**src/rtl/display_scan_controller.sv**
```systemverilog
// display_scan_controller: time-multiplexed scan for the shared BCD-to-segment
// decoder. It blanks before each digit, holds bcd_out steady while a digit is
// lit, captures a tear-free snapshot once per frame, and blanks digits
// selectively for blinking.
module display_scan_controller #(
    parameter int NUM_DIGITS  = 6,
    parameter int DIGIT_TICKS = 1000,
    parameter int BLANK_TICKS = 50
) (
    input  logic                    clk,
    input  logic                    rst_n,
    input  logic [4*NUM_DIGITS-1:0] digits_in,
    input  logic [NUM_DIGITS-1:0]   blink_mask,
    input  logic                    blink_tick,
    output logic [3:0]              bcd_out,
    output logic [NUM_DIGITS-1:0]   digit_sel,
    output logic                    frame_start
);

    localparam int MAX_TICKS = (DIGIT_TICKS > BLANK_TICKS) ? DIGIT_TICKS : BLANK_TICKS;
    localparam int CNT_W     = (MAX_TICKS > 1) ? $clog2(MAX_TICKS) : 1;
    localparam int IDX_W     = (NUM_DIGITS > 1) ? $clog2(NUM_DIGITS) : 1;

    localparam logic [CNT_W-1:0] BLANK_LAST = CNT_W'(BLANK_TICKS - 1);
    localparam logic [CNT_W-1:0] SHOW_LAST  = CNT_W'(DIGIT_TICKS - 1);
    localparam logic [IDX_W-1:0] IDX_LAST   = IDX_W'(NUM_DIGITS - 1);

    typedef enum logic {
        BLANK = 1'b0,
        SHOW  = 1'b1
    } state_t;

    state_t                  state, state_nx;
    logic [CNT_W-1:0]        tcnt, tcnt_nx;
    logic [IDX_W-1:0]        idx, idx_nx;
    logic [4*NUM_DIGITS-1:0] snapshot, snapshot_nx;
    logic [3:0]              bcd_nx;
    logic [NUM_DIGITS-1:0]   sel_nx;
    logic                    fs_nx;
    logic                    blink_phase;

    logic                    first_blank;
    logic [3:0]              cur_nib;
    logic                    visible;
    logic [NUM_DIGITS-1:0]   sel_onehot;

    // Slot bookkeeping and the nibble/visibility decision for the current digit.
    // On the first blank cycle of digit 0 the snapshot is being loaded on this
    // same edge, so the nibble comes straight from digits_in; this also keeps
    // BLANK_TICKS=1 correct, where SHOW is entered on that same edge.
    always_comb begin
        first_blank = (state == BLANK) && (tcnt == '0);
        cur_nib     = bcd_out;
        if (first_blank) begin
            if (idx == '0) cur_nib = digits_in[3:0];
            else           cur_nib = snapshot[4*int'(idx) +: 4];
        end
        visible    = (cur_nib <= 4'd9) && !(blink_mask[idx] && blink_phase);
        sel_onehot = NUM_DIGITS'(1) << idx;
    end

    // Next-state and next-output logic for the BLANK/SHOW scan sequence.
    always_comb begin
        state_nx    = state;
        tcnt_nx     = tcnt + CNT_W'(1);
        idx_nx      = idx;
        snapshot_nx = snapshot;
        bcd_nx      = bcd_out;
        sel_nx      = digit_sel;
        fs_nx       = 1'b0;
        case (state)
            BLANK: begin
                sel_nx = '0;
                if (first_blank) begin
                    bcd_nx = cur_nib;
                    if (idx == '0) begin
                        snapshot_nx = digits_in;
                        fs_nx       = 1'b1;
                    end
                end
                if (tcnt == BLANK_LAST) begin
                    state_nx = SHOW;
                    tcnt_nx  = '0;
                    sel_nx   = visible ? sel_onehot : '0;
                end
            end
            SHOW: begin
                if (tcnt == SHOW_LAST) begin
                    state_nx = BLANK;
                    tcnt_nx  = '0;
                    sel_nx   = '0;
                    idx_nx   = (idx == IDX_LAST) ? '0 : idx + IDX_W'(1);
                end
            end
            default: begin
                state_nx = BLANK;
                tcnt_nx  = '0;
                sel_nx   = '0;
            end
        endcase
    end

    // State, counters, snapshot and registered outputs.
    always_ff @(posedge clk or negedge rst_n) begin
        if (!rst_n) begin
            state       <= BLANK;
            tcnt        <= '0;
            idx         <= '0;
            snapshot    <= '0;
            bcd_out     <= '0;
            digit_sel   <= '0;
            frame_start <= 1'b0;
        end else begin
            state       <= state_nx;
            tcnt        <= tcnt_nx;
            idx         <= idx_nx;
            snapshot    <= snapshot_nx;
            bcd_out     <= bcd_nx;
            digit_sel   <= sel_nx;
            frame_start <= fs_nx;
        end
    end

    // Blink phase flips on every blink_tick, regardless of scan position.
    always_ff @(posedge clk or negedge rst_n) begin
        if (!rst_n)          blink_phase <= 1'b0;
        else if (blink_tick) blink_phase <= ~blink_phase;
    end

endmodule

```
**config.mk**
```make
export PLATFORM = sky130hd
export DESIGN_NAME = display_scan_controller
export DESIGN_NICKNAME = d
export VERILOG_FILES = /design/src/rtl/display_scan_controller.sv
export SDC_FILE = /design/constraint.sdc
export NUM_CORES = 1
export LEC_CHECK = 0
export ABC_AREA = 1
export CORE_ASPECT_RATIO = 0.75
export CORE_MARGIN = 2
export CORE_UTILIZATION = 25
export DETAILED_ROUTE_END_ITERATION = 8
export DONT_BUFFER_PORTS = 1
export PLACE_DENSITY = 0.43
export SYNTH_ARGS = -nofsm -noshare
export SYNTH_HDL_FRONTEND = slang
export SYNTH_SLANG_ARGS = --single-unit
export TNS_END_PERCENT = 30
```
**constraint.sdc**
```tcl
create_clock -name clk -period 2.45 [get_ports clk]
set_clock_uncertainty 0.2 [all_clocks]
set_input_delay 0.49 -clock clk [delete_from_list [all_inputs] [get_ports clk]]
set_output_delay 0.49 -clock clk [all_outputs]
set_load 0.02 [all_outputs]
```
==> impl_metrics.py, run 1 <==
metrics = {
    "cells_and_area": {
        "drive_gt1_frac": 0.0868,
        "area_growth_pct": 13.8,
        "finalNetCount": 347,
        "diodes": 0,
    },
    "critical_path": {
        "start_kind": "flip-flop",
        "worstSetupPathType": "reg -> reg",
        "path_buf_inv": 0,
        "r2r-start": "idx[0]$_DFFE_PN0P_",
        "max_stage_delay_ns": 0.53,
        "crit_chain": "nor2_1 > nand2_1 > nor2_1 > a21oi_1 > nand2_1 > a21oi_1 > nand2_1 > nand2_2 > nand3_1 > nand2_1",
        "arrival_ns": 2.00,
        "path_delay_family": "simple AND/OR/NAND/NOR gates",
        "crit_slowest_cell": "dfrtp_1",
        "reg2reg_slack_ns": 0.44,
        "cp_common_cell": "nand2_1",
        "startpoint": "idx[0]$_DFFE_PN0P_",
        "critPathMaxFanout": 10,
        "required_ns": 2.43,
        "end_kind": "flip-flop",
    },
    "yosys": {
        "synth_most_common_cell": "nand2_1",
        "synth.area.top_cells": "dfrtp_1 (50%), nand2_1 (18%), inv_1 (4.2%)",
        "syn_area_um2": 2400,
        "syn_inst": 306,
        "synth_cell_types": 32,
        "synth_seq_cells": 48,
        "ys_top_cells_by_count": "nand2_1 (118), dfrtp_1 (48), inv_1 (27)",
        "ys_seq_area_frac": 0.499,
        "synthArstFlopShare": 1.00,
        "synth-main-ff-cell": "dfrtp_1",
        "synth_nets": 343,
        "synth_edf_count": 0,
        "synth_largest_area_cell": "dfrtp_1",
        "yosysWarnings": 0,
        "avgSynthCellArea_um2": 7.86,
        "yosys.area.top_type_share": 0.499,
    },
    "clock_network": {
        "clk_pin_slew_ns": 0.07,
        "cts_tree": "built",
        "cts_buffers": 5,
        "cts_root_buffer": "clkbuf_16",
        "htree_levels": 2,
        "clk_path_buf_depth": 2,
        "clock-sinks": 48,
        "clock_latency_ns": 0.29,
        "post_cts_resized": 0,
    },
    "route": {
        "wl_met2_um": 2390,
        "highest_layer": "met4",
        "routed-wl-met3_um": 410,
        "drt-vias-per-instance": 4.30,
        "drc": 0,
        "num_vias": 1887,
        "first_iter_violations": 78,
        "ant_nets": 0,
        "wirelength_um": 6130,
        "avgRoutedWirePerCell_um": 14.0,
        "wl_met1_um": 3270,
        "first_pass_iters": 4,
    },
    "power": {
        "p_seq_frac": 0.499,
        "ir_drop_v": 0.000292,
        "power_density_nw_per_um2": 624,
        "switching_share": 0.219,
        "clkPwrFrac": 0.455,
        "internal_power_uw": 1330,
        "power_leakage_uw": 0.00136,
        "pwr-share-comb": 0.046,
        "switchingPower_uw": 374,
    },
    "floorplan": {
        "io_pins": 44,
        "die_area_um2": 10400,
        "coreArea_um2": 9200,
        "die_h_um": 88.9,
        "start_util": 0.261,
        "fp.dieW_um": 117,
        "rows": 30,
    },
    "sta": {
        "fin_crit_ns": 2.01,
        "rsz0062_at_grt": "no",
        "slew_headroom": 0.723,
        "setup_viol": 0,
        "fin_crit_sh": 0.821,
        "tns_ns": 0,
        "max_freq_mhz": 497,
        "hold_viol_final": 0,
        "timing.final.ws_setup_ns": 0.438,
        "timing.hold.ws_ns": 0.0833,
        "worstMarginPinSlew_ns": 0.415,
        "drv_slew": 0,
    },
    "grt": {
        "grt_usage": 0.126,
        "gr-total-overflow": 0,
        "antenna_found_initial": 0,
        "grt_pass1_vias": 1881,
        "grt_max_degree": 49,
        "grt_pass1_wl_um": 9990,
    },
    "outcome": {
        "outcome": "finished clean",
    },
    "place": {
        "port_buffers": 0,
        "dp_hpwl_um": 4700,
        "gp_congestion": 0.845,
        "place_ws_ns": 0.421,
    },
    "hold_path": {
        "hp-start": "blink_tick",
        "hp-class": "in -> reg",
    },
    "job": {
        "maxCapViolCount": 0,
    },
}
## power groups by stage
| stage | Clock (uW) | Combinational [uW] | Sequential [uW] |
|---|---|---|---|
| 5_1_grt | 837 | 95.0 | 856 |
| 6_report | 778 | 78.7 | 852 |
| 3_5_place_dp | 0 | 58.3 | 867 |
| 3_3_place_gp | 0 | 56.5 | 867 |
| 2_1_floorplan | 0 | 47.2 | 859 |
| 4_1_cts | 798 | 82.5 | 852 |
## cells by family after synthesis
group / Yosys count / synth area share
XOR/XNOR: 4 / 0.0146
adder cells (fa/ha/maj): 4 / 0.0208
flip-flops: 48 / 0.499
buffers and inverters: 39 / 0.0692
AO/OA/AOI/OAI: 32 / 0.0832
AND/OR/NAND/NOR: 179 / 0.313
## timing repair
action | CTS | global route
hold endpoints to repair | 48 | 0
buffers inserted | 0 | 0
hold buffers | 2 | 0
## worst paths after layout
kind                                             to  cells after the start
setup / recovery           digit_sel[1]$_DFFE_PN0P_                     10
hold / removal              blink_phase$_DFFE_PN0P_                      1
setup reg to reg           digit_sel[1]$_DFFE_PN0P_                     10
hold reg to reg             snapshot[4]$_DFFE_PN0P_                      2
max in group asynchronous         tcnt[5]$_DFF_PN0_                      2
min in group asynchronous  digit_sel[1]$_DFFE_PN0P_                      2
## per-stage QoR
step / std cells / total power (uW) / util / cell area [um^2]
2_1_floorplan: 306 / 906 / - / 2400
3_3_place_gp: 429 / 923 / 0.276 / 2540
3_5_place_dp: 429 / 925 / 0.276 / 2540
4_1_cts: 439 / 1730 / 0.298 / 2740
5_1_grt: 439 / 1790 / 0.298 / 2740
6_report: 439 / 1710 / 0.298 / 2740
## metal layers
metal	GRT usage	up-vias
met3	0.0346	6
met1	0.192	853
li1	-	978
met2	0.175	50
met5	0	-
met4	0.0321	0
## final cells by class
class                           instances  area [um^2]
Timing Repair Buffer                    4         52.6
Tap cell                              128          160
Sequential cell                        48         1200
Clock buffer                            6          129
Multi-Input combinational cell        219         1040
Inverter                               32          123
Clock inverter                          2         35.0
Fill cell                             999         6460
## worst reg2reg max path, cell delays in order, from the launching register on
cell and delay, ns:
dfrtp_1 0.53, nor2_1 0.35, nand2_1 0.16, nor2_1 0.14
a21oi_1 0.05, nand2_1 0.08, a21oi_1 0.08, nand2_1 0.08
nand2_2 0.09, nand3_1 0.10, nand2_1 0.05
## layout by cell type (no fill, tap or decap), types with 2 or more instances in the layout
cell / count
xor2_1: 4
o21ai_0: 11
nand3_1: 12
inv_2: 3
nor3_1: 7
nand4_1: 3
a22oi_1: 3
dfrtp_1: 48
nor2_1: 25
nor2_2: 6
ha_1: 4
nand2_1: 118
buf_4: 2
a21oi_1: 9
nand2_2: 3
a31oi_1: 3
inv_1: 27
clkbuf_16: 5
## state kept, by name, summed over array words and instances (netlist names)
signal and count:
blink_phase 1, frame_start 1, tcnt 10, digit_sel 6
bcd_out 4, state 1, snapshot 22, idx 3
(Power assumes the default switching activity.)
==> run 2, diff against run 1 <==
==> constraint.sdc (replaced) <==
create_clock -name clk -period 2.1 [get_ports clk]
set_clock_uncertainty 0.2 [all_clocks]
set_input_delay 0.42 -clock clk [delete_from_list [all_inputs] [get_ports clk]]
set_output_delay 0.42 -clock clk [all_outputs]
set_load 0.02 [all_outputs]
==> run 2 against run 1 <==
  * Fmax grew 4.5%
  * Combinational power grew 20%
  * Sequential power grew 17%
  * Critical endpoint is now digit_sel[4]$_DFFE_PN0P_
==> impl_metrics.py, run 2 (synthesis gave the netlist of run 1 again) <==
metrics = {
    "outcome": {
        "outcome": "finished clean",
    },
    "grt": {
        "grt_pass1_vias": 1983,
        "grt_usage": 0.129,
        "antenna_found_initial": 0,
        "grt_max_degree": 49,
        "gr-total-overflow": 0,
        "grt_pass1_wl_um": 10300,
    },
    "hold_path": {
        "hp-class": "in -> reg",
        "whs_endpoint": "blink_phase$_DFFE_PN0P_",
        "worstHoldPathCells": 1,
        "hp-start": "blink_tick",
    },
    "critical_path": {
        "critPathMaxFanout": 7,
        "start_kind": "flip-flop",
        "path_delay_family": "simple AND/OR/NAND/NOR gates",
        "r2r-start": "idx[1]$_DFFE_PN0P_",
        "r2r-end": "digit_sel[4]$_DFFE_PN0P_",
        "crit_slowest_cell": "dfrtp_1",
        "reg2reg_slack_ns": 0.17,
        "worstSetupPathType": "reg -> reg",
        "crit_chain": "inv_2 > nand2_1 > nor2_4 > nand4_1 > nand2_1 > a21oi_2 > nand2_1 > nand2_2 > nand3_1 > nand2_1",
        "cp_common_cell": "nand2_1",
        "required_ns": 2.08,
        "arrival_ns": 1.90,
        "end_kind": "flip-flop",
        "path_buf_inv": 1,
        "rr_worst_depth": 10,
        "max_stage_delay_ns": 0.47,
    },
    "job": {
        "maxCapViolCount": 0,
    },
    "clock_network": {
        "clk_path_buf_depth": 2,
        "clk_pin_slew_ns": 0.07,
        "clock_latency_ns": 0.29,
        "clock-sinks": 48,
        "cts_buffers": 5,
        "cts_root_buffer": "clkbuf_16",
        "cts_tree": "built",
        "htree_levels": 2,
    },
    "place": {
        "place_ws_ns": 0.141,
        "post_dp_cell_area_um2": 2570,
        "gp_congestion": 0.825,
        "dp_hpwl_um": 4700,
        "dp.cells": 434,
        "port_buffers": 0,
    },
    "power": {
        "power_density_nw_per_um2": 731,
        "switchingPower_uw": 440,
        "ir_drop_v": 0.000383,
        "clkPwrFrac": 0.473,
        "finalPower_uw": 2060,
        "pwr-share-comb": 0.046,
        "internal_power_uw": 1620,
        "power_leakage_uw": 0.00140,
        "p_seq_frac": 0.482,
        "switching_share": 0.213,
    },
    "sta": {
        "slew_headroom": 0.749,
        "hold_viol_final": 0,
        "fin_crit_ns": 1.93,
        "max_freq_mhz": 519,
        "worstMarginPinSlew_ns": 0.377,
        "tns_ns": 0,
        "rsz0062_at_grt": "no",
        "drv_slew": 0,
        "timing.final.ws_setup_ns": 0.175,
        "fin_crit_sh": 0.917,
        "setup_viol": 0,
    },
    "floorplan": {
        "die_area_um2": 10400,
        "coreArea_um2": 9200,
        "rows": 30,
        "start_util": 0.261,
        "die_h_um": 88.9,
        "fp.dieW_um": 117,
        "io_pins": 44,
    },
    "cells_and_area": {
        "final_common_cell": "nand2_1",
        "reg.largest.list": "snapshot: 22 flops, tcnt: 10 flops, digit_sel: 6 flops",
        "area_growth_pct": 17.4,
        "stdcell_count": 444,
        "stdcell_area_um2": 2820,
        "diodes": 0,
        "drive_gt1_frac": 0.123,
        "final_cell_mix": "nand2_1 (118), dfrtp_1 (48), inv_1 (26), nor2_1 (23), nand3_1 (12)",
        "finalNetCount": 352,
        "largest_register_ffs": 22,
        "regMostFlops": "snapshot",
    },
    "route": {
        "highest_layer": "met4",
        "num_vias": 1952,
        "drc": 0,
        "first_iter_violations": 106,
        "wl_met1_um": 3230,
        "first_pass_iters": 4,
        "wirelength_um": 6300,
        "avgRoutedWirePerCell_um": 14.2,
        "wl_met2_um": 2540,
        "ant_nets": 0,
        "drt-vias-per-instance": 4.40,
        "routed-wl-met3_um": 476,
    },
}
run 2: cell types whose count changed in the layout (fill, tap and decap cells not counted), sizes merged:
cell,change
clkbuf,+1
clkinv,-1
buf,+5
run 2: repair_timing:
action | CTS | global route
resized for setup | 0 | 8
endpoints found under the setup margin | 0 | 8
buffers inserted | 0 | 0
endpoints found under the hold margin | 48 | 0
hold buffers | 2 | 0
run 2: power by group through the flow:
stage,combinational (uW),sequential [uW],clock [uW]
2_1_floorplan,55.0,1000,0
3_3_place_gp,67.7,1010,0
3_5_place_dp,68.4,1010,0
4_1_cts,96.9,994,1000
5_1_grt,113,996,1040
6_report,94.8,993,975
run 2: final cells by class:
cell class / instances / area [um^2]
clock buffer: 7 / 153
inverter: 32 / 123
multi-input combinational: 219 / 1070
fill: 998 / 6370
tap: 128 / 160
sequential: 48 / 1200
clock inverter: 1 / 30.0
timing repair buffer: 9 / 90.1
run 2: how the worst max path moves through the flow:
stage	start	to	slack, ns	depth (start not counted)
2_1_floorplan	tcnt[0]$_DFF_PN0_	digit_sel[0]$_DFFE_PN0P_	0.36	12
4_1_cts	tcnt[0]$_DFF_PN0_	digit_sel[4]$_DFFE_PN0P_	0.12	12
3_5_place_dp	tcnt[0]$_DFF_PN0_	digit_sel[4]$_DFFE_PN0P_	0.14	12
3_3_place_gp	tcnt[0]$_DFF_PN0_	idx[2]$_DFFE_PN0P_	0.18	6
5_1_grt	idx[1]$_DFFE_PN0P_	digit_sel[4]$_DFFE_PN0P_	0.02	10
6_report	idx[1]$_DFFE_PN0P_	digit_sel[4]$_DFFE_PN0P_	0.17	10
run 2: through the flow:
stage          hold WS [ns]   util
2_1_floorplan       -0.0756      -
3_3_place_gp        -0.0732  0.280
3_5_place_dp        -0.0733  0.280
4_1_cts              0.0148  0.304
5_1_grt              0.0102  0.307
6_report             0.0200  0.307
run 2: worst reg2reg max path, cell delays in order, from the launching register on:
cell and delay, ns:
dfrtp_1 0.47, inv_2 0.15, nand2_1 0.14, nor2_4 0.18, nand4_1 0.18, nand2_1 0.13, a21oi_2 0.04, nand2_1 0.08
nand2_2 0.10, nand3_1 0.10, nand2_1 0.06
run 2: per-layer routing:
metal | GRT usage | vias up
li1 | - | 990
met1 | 0.192 | 905
met2 | 0.182 | 53
met3 | 0.0414 | 4
met4 | 0.0299 | 0
met5 | 0 | -
